$ cat src/rtl/load_store_unit.sv
// Load/store unit: computes the effective address, validates and issues one word-memory request
// per load/store, and narrows/extends the data. Define LSU_TIMEOUT_EN to abort stalled requests.
module load_store_unit #(
    parameter int unsigned ADDR_DEPTH     = 256,
    parameter int unsigned TIMEOUT_CYCLES = 16
) (
    input  logic        clk,
    input  logic        rst_n,
    input  logic        start,
    input  logic [5:0]  opcode,
    input  logic [31:0] base,
    input  logic [15:0] offset,
    input  logic [31:0] store_data,
    input  logic        MemRead,
    input  logic        MemWrite,
    output logic        mem_req,
    output logic [31:0] mem_address,
    output logic [31:0] mem_write_data,
    output logic [5:0]  mem_opcode,
    output logic        mem_read,
    output logic        mem_write,
    input  logic        mem_ready,
    input  logic [31:0] mem_rdata,
    output logic        busy,
    output logic        done,
    output logic        error,
    output logic [31:0] load_data
);

    localparam logic [5:0] OpLb  = 6'h20;
    localparam logic [5:0] OpLh  = 6'h21;
    localparam logic [5:0] OpLw  = 6'h23;
    localparam logic [5:0] OpLbu = 6'h24;
    localparam logic [5:0] OpLhu = 6'h25;
    localparam logic [5:0] OpSb  = 6'h28;
    localparam logic [5:0] OpSh  = 6'h29;
    localparam logic [5:0] OpSw  = 6'h2B;

    typedef enum logic [1:0] {StIdle, StReq, StDone, StErr} state_e;

    state_e      state;
    logic [31:0] ea;
    logic        is_load_op;
    logic        is_store_op;
    logic        req_valid;
    logic [31:0] store_masked;
    logic [31:0] load_ext;

`ifdef LSU_TIMEOUT_EN
    localparam int unsigned TmoW = (TIMEOUT_CYCLES > 1) ? $clog2(TIMEOUT_CYCLES) : 1;
    localparam logic [TmoW-1:0] TmoLast = TmoW'(TIMEOUT_CYCLES - 1);
    logic [TmoW-1:0] tmo_cnt;
`else
    localparam int unsigned unused_timeout_cycles = TIMEOUT_CYCLES;
`endif

    assign ea = base + {{16{offset[15]}}, offset};

    always_comb begin
        is_load_op  = 1'b0;
        is_store_op = 1'b0;
        case (opcode)
            OpLb, OpLh, OpLw, OpLbu, OpLhu: is_load_op  = 1'b1;
            OpSb, OpSh, OpSw:               is_store_op = 1'b1;
            default: ;
        endcase
    end

    assign req_valid = ((MemRead && !MemWrite && is_load_op) ||
                        (MemWrite && !MemRead && is_store_op)) &&
                       (ea < 32'(ADDR_DEPTH));

    always_comb begin
        store_masked = store_data;
        case (opcode)
            OpSb:    store_masked = {24'b0, store_data[7:0]};
            OpSh:    store_masked = {16'b0, store_data[15:0]};
            default: store_masked = store_data;
        endcase
    end

    // Extension keys off the latched opcode, which is stable for the whole request.
    always_comb begin
        load_ext = mem_rdata;
        case (mem_opcode)
            OpLb:    load_ext = {{24{mem_rdata[7]}}, mem_rdata[7:0]};
            OpLbu:   load_ext = {24'b0, mem_rdata[7:0]};
            OpLh:    load_ext = {{16{mem_rdata[15]}}, mem_rdata[15:0]};
            OpLhu:   load_ext = {16'b0, mem_rdata[15:0]};
            default: load_ext = mem_rdata;
        endcase
    end

    always_ff @(posedge clk or negedge rst_n) begin
        if (!rst_n) begin
            state          <= StIdle;
            mem_req        <= 1'b0;
            mem_read       <= 1'b0;
            mem_write      <= 1'b0;
            mem_address    <= '0;
            mem_write_data <= '0;
            mem_opcode     <= '0;
            busy           <= 1'b0;
            done           <= 1'b0;
            error          <= 1'b0;
            load_data      <= '0;
`ifdef LSU_TIMEOUT_EN
            tmo_cnt        <= '0;
`endif
        end else begin
            case (state)
                StIdle: begin
                    if (start) begin
                        busy <= 1'b1;
                        if (req_valid) begin
                            state          <= StReq;
                            mem_req        <= 1'b1;
                            mem_read       <= MemRead;
                            mem_write      <= MemWrite;
                            mem_address    <= ea;
                            mem_write_data <= store_masked;
                            mem_opcode     <= opcode;
`ifdef LSU_TIMEOUT_EN
                            tmo_cnt        <= '0;
`endif
                        end else begin
                            state <= StErr;
                            done  <= 1'b1;
                            error <= 1'b1;
                        end
                    end
                end
                StReq: begin
                    // Acknowledge takes priority over a same-cycle timeout.
                    if (mem_ready) begin
                        if (mem_read) begin
                            load_data <= load_ext;
                        end
                        state     <= StDone;
                        mem_req   <= 1'b0;
                        mem_read  <= 1'b0;
                        mem_write <= 1'b0;
                        done      <= 1'b1;
                        error     <= 1'b0;
                    end
`ifdef LSU_TIMEOUT_EN
                    else if (tmo_cnt == TmoLast) begin
                        state     <= StErr;
                        mem_req   <= 1'b0;
                        mem_read  <= 1'b0;
                        mem_write <= 1'b0;
                        done      <= 1'b1;
                        error     <= 1'b1;
                    end else begin
                        tmo_cnt <= tmo_cnt + 1'b1;
                    end
`endif
                end
                StDone, StErr: begin
                    state <= StIdle;
                    busy  <= 1'b0;
                    done  <= 1'b0;
                    error <= 1'b0;
                end
                default: begin
                    state     <= StIdle;
                    mem_req   <= 1'b0;
                    mem_read  <= 1'b0;
                    mem_write <= 1'b0;
                    busy      <= 1'b0;
                    done      <= 1'b0;
                    error     <= 1'b0;
                end
            endcase
        end
    end

endmodule

$ cat config.mk
export PLATFORM = sky130hd
export DESIGN_NAME = load_store_unit
export DESIGN_NICKNAME = d
export VERILOG_FILES = /design/src/rtl/load_store_unit.sv
export SDC_FILE = /design/constraint.sdc
export NUM_CORES = 1
export LEC_CHECK = 0
export CORE_MARGIN = 2
export CORE_UTILIZATION = 42
export DETAILED_ROUTE_END_ITERATION = 16
export PLACE_DENSITY = 0.75
export REMOVE_ABC_BUFFERS = 1
export SYNTH_ARGS = -nofsm -noshare
export SYNTH_HDL_FRONTEND = slang
export SYNTH_SLANG_ARGS = --single-unit
$ cat constraint.sdc
create_clock -name clk -period 2.1 [get_ports clk]
set_input_delay 0.21 -clock clk [delete_from_list [all_inputs] [get_ports clk]]
set_output_delay 0.21 -clock clk [all_outputs]
set_load 0.01 [all_outputs]
==> results.json <==
{
  "via_per_inst": 5.49,
  "met3_length_mm": 1.59,
  "synth_top_area_cell": "dfrtp_1",
  "clk_pin_slew_worst_paths_ns": 0.08,
  "dieWidth_microns": 133,
  "routed.top_layer": "met4",
  "required_ns": 2.33,
  "routed_wl_mm": 27.2,
  "grt.overflow.total": 0,
  "ys.flop_type": "dfrtp_1",
  "r2r_slack_ns": -0.05,
  "synthTopCellsByArea": "dfrtp_1 (39%), ha_1 (5.6%), nand2_1 (4.7%), mux2_4 (4.5%), o21ai_0 (4.2%)",
  "synth-async-reset-ratio_pct": 100,
  "clk_latency_ns": 0.34,
  "hp-start": "offset[0]",
  "grt_pass1_vias": 7794,
  "portBuffers": 231,
  "cp_slowest_cell": "or4b_4",
  "crit_type": "in -> reg",
  "finalSetupViolCount": 76,
  "fin_nets": 1340,
  "cts_tree": "yes",
  "clock_path_buffers": 2,
  "ys_seq_area_share_pct": 39.4,
  "syn_inst": 754,
  "cts_sinks": 110,
  "reg2reg_to": "mem_address[4]",
  "path_cells": "buf_6 > ha_4 > fa_2 > a21o_1 > a221o_1 > a2111oi_4 > nor3_2 > xnor2_2 > or4b_4 > nor4_4 > and3_4 > buf_6 > buf_16 > mux2_4",
  "syn_area_sq_um": 6990,
  "dr.pass1.iters": 5,
  "gp_congestion": 0.964,
  "p_sw_share_pct": 30.2,
  "coreArea_sq_um": 16400,
  "vdd_ir_drop_max_mv": 0.405,
  "place_ws_ns": -2.14,
  "antenna_found_initial": 3,
  "finalCritPeriodShare_pct": 162,
  "power_leakage_nw": 5.71,
  "die_area_sq_um": 17700,
  "drv_cap": 0,
  "p_comb_share_pct": 37.8,
  "hold_viol": 0,
  "finClkSkew_ns": 0.0122,
  "grt.total_usage_pct": 30.0,
  "chipHeight_microns": 133,
  "hold_end": "mem_address[0]",
  "internal_power_w": 0.00428,
  "synth_cell_types": 69,
  "setup_slack_ns": -1.30,
  "cts_buffers": 9,
  "io_pins": 232,
  "seqPwrFrac_pct": 35.8,
  "ys_ff_latch": 110,
  "power.net_switching_w": 0.00185,
  "h-tree-depth": 3,
  "area_growth_pct": 82.5,
  "fmax_mhz": 294,
  "drive_above_1_share_pct": 37.2,
  "drc_errors": 0,
  "drtIter0Drc": 539,
  "synth_edf_count": 0,
  "hold_depth": 3,
  "slowest_delay_ns": 0.50,
  "clkPwrFrac_pct": 26.4,
  "row_count": 47,
  "drt-met1-wl_mm": 10.3,
  "violations": "negative setup slack",
  "arrival_ns": 3.63,
  "finalCriticalPeriod_ns": 3.40,
  "timing.rr.start": "state[0]",
  "wire_per_inst_microns": 19.3,
  "grt_pass1_wl_mm": 41.9,
  "met2WireLength_mm": 14.3,
  "cp-start-kind": "input port",
  "ant_nets": 0,
  "synth_top_area_share_pct": 39.4,
  "tightest_slew_ns": 0.623,
  "grt_max_degree": 46,
  "cts_root_buffer": "clkbuf_16",
  "cp_common_cell": "buf_6",
  "initial_core_util_pct": 42.6,
  "drv_slew": 0,
  "yosys_warnings": 0,
  "vias": 7753,
  "hp-class": "in -> reg",
  "syn_area_per_cell_sq_um": 9.26,
  "relSlewSlack_pct": 58.5,
  "tns_ns": -87.35,
  "hpwl_mm": 19.0,
  "status": "complete, but fails checks",
  "worstRegToRegCells": 8,
  "crit_path_max_fanout": 5,
  "cp-end-kind": "flop",
  "pwr_density_cell_nw_per_um2": 481,
  "rsz0062_at_grt": "yes"
}
## repair_timing
item                       in CTS  in global routing
cloned                          6                  0
resized for setup             256                 61
hold buffers                    1                  0
setup endpoints to repair      93                 82
buffers inserted               34                 14
pin swaps                      91                 44
hold endpoints to repair       43                  0
## power by group through the flow
stage | Clock (W) | Combinational, W | Sequential, W
finish | 0.00162 | 0.00232 | 0.00220
global placement | 0 | 0.00178 | 0.00224
floorplan | 0 | 0.000735 | 0.00226
CTS | 0.00164 | 0.00214 | 0.00220
global route | 0.00174 | 0.00247 | 0.00220
detailed placement | 0 | 0.00179 | 0.00224
## stage by stage
stage,hold slack [ns],power (W),util [%],area (sq um),cells
after floorplan,-0.0856,0.00299,-,6730,706
after global placement,0.255,0.00401,65.9,10800,1347
after detailed placement,0.262,0.00403,65.9,10800,1347
after CTS,0.202,0.00598,76.0,12500,1401
after global routing,0.207,0.00642,77.7,12700,1411
final,0.210,0.00614,77.7,12700,1413
## kinds of logic (layout without fill, tap and decap cells)
logic type / after synthesis / count (layout) / synth area share (%)
and+or+nand+nor: 257 / 257 / 19.1
xor gates and xnor gates: 12 / 12 / 1.61
muxes: 50 / 50 / 8.78
adders and majority gates: 32 / 32 / 5.84
buffers and inverters: 72 / 507 / 4.91
other: 0 / 4 / 0
AOI/OAI and AO/OA: 221 / 221 / 20.4
DFF: 110 / 110 / 39.4
## worst max-delay path: cells and delay by family
| family | cells | cell delay [ns] |
|---|---|---|
| AOI/OAI and AO/OA | 3 | 0.92 |
| xor gates and xnor gates | 1 | 0.17 |
| adders and majority gates | 2 | 0.52 |
| buffers and inverters | 3 | 0.35 |
| muxes | 1 | 0.31 |
| and+or+nand+nor | 4 | 1.18 |
## synthesized netlist by cell type (all sizes together), types with 5 or more instances
master,count
o211ai,10
nand3,13
nand2b,10
o2111ai,7
a211oi,12
dfrtp,110
inv,24
mux2,27
o21ai,61
and4,6
nor4,7
nor2b,13
buf,12
a21oi,57
nor3,9
and3,7
nor2,43
xnor2,8
and2,28
nand2,88
mux2i,23
o221ai,5
nand4,10
clkbuf,36
o21a,8
a31oi,12
a21o,13
ha,31
## final cells by class
class                      instances  area, sq um
multi-input combinational        572         4950
tap                              220          275
sequential                       110         2750
timing repair buffer             467         4380
inverter                          24         90.1
clock inverter                     3         26.3
fill                            1028         3660
clock buffer                      13          260
antenna                            4         10.0
## sequential cells by signal, summed over array words and instances (netlist names), 2 cells and up
register        cells
state               2
load_data          32
mem_address        32
mem_write_data     32
mem_opcode          6
## routing by layer
layer,GRT usage (%),up-vias
li1,-,3628
met1,34.5,3751
met2,55.3,309
met3,4.60,65
met4,12.5,0
met5,0,-
## worst max-delay path by stage
stage / from / endpoint / slack [ns]
floorplan: offset[0] / mem_write_data[0] / -2.80
global placement: offset[0] / mem_write_data[2] / -2.08
detailed placement: offset[0] / mem_write_data[1] / -2.14
CTS: base[0] / mem_address[7] / -1.26
global route: base[4] / mem_address[6] / -1.41
finish: base[0] / mem_address[4] / -1.30
## layout by cell type (no fill, tap or decap), types with 7 or more instances in the layout
cell type        count
buf_4              192
clkdlybuf4s50_1    189
dfrtp_1            110
nand2_1             83
nor2_1              41
a21oi_1             38
o21ai_0             38
buf_6               28
and2_4              26
ha_4                25
inv_1               24
mux2_4              24
mux2i_1             23
dlygate4sd2_1       23
a21o_1              13
o21ai_1             13
nor2b_1             12
dlymetal6s2s_1      12
nand4_1             10
o211ai_1            10
a21oi_2             10
a21oi_4              9
nand2b_1             9
nand3_1              9
a31oi_1              9
clkbuf_16            9
buf_12               9
xnor2_1              7
o21ai_2              7
buf_8                7
(Power assumes the default switching activity.)
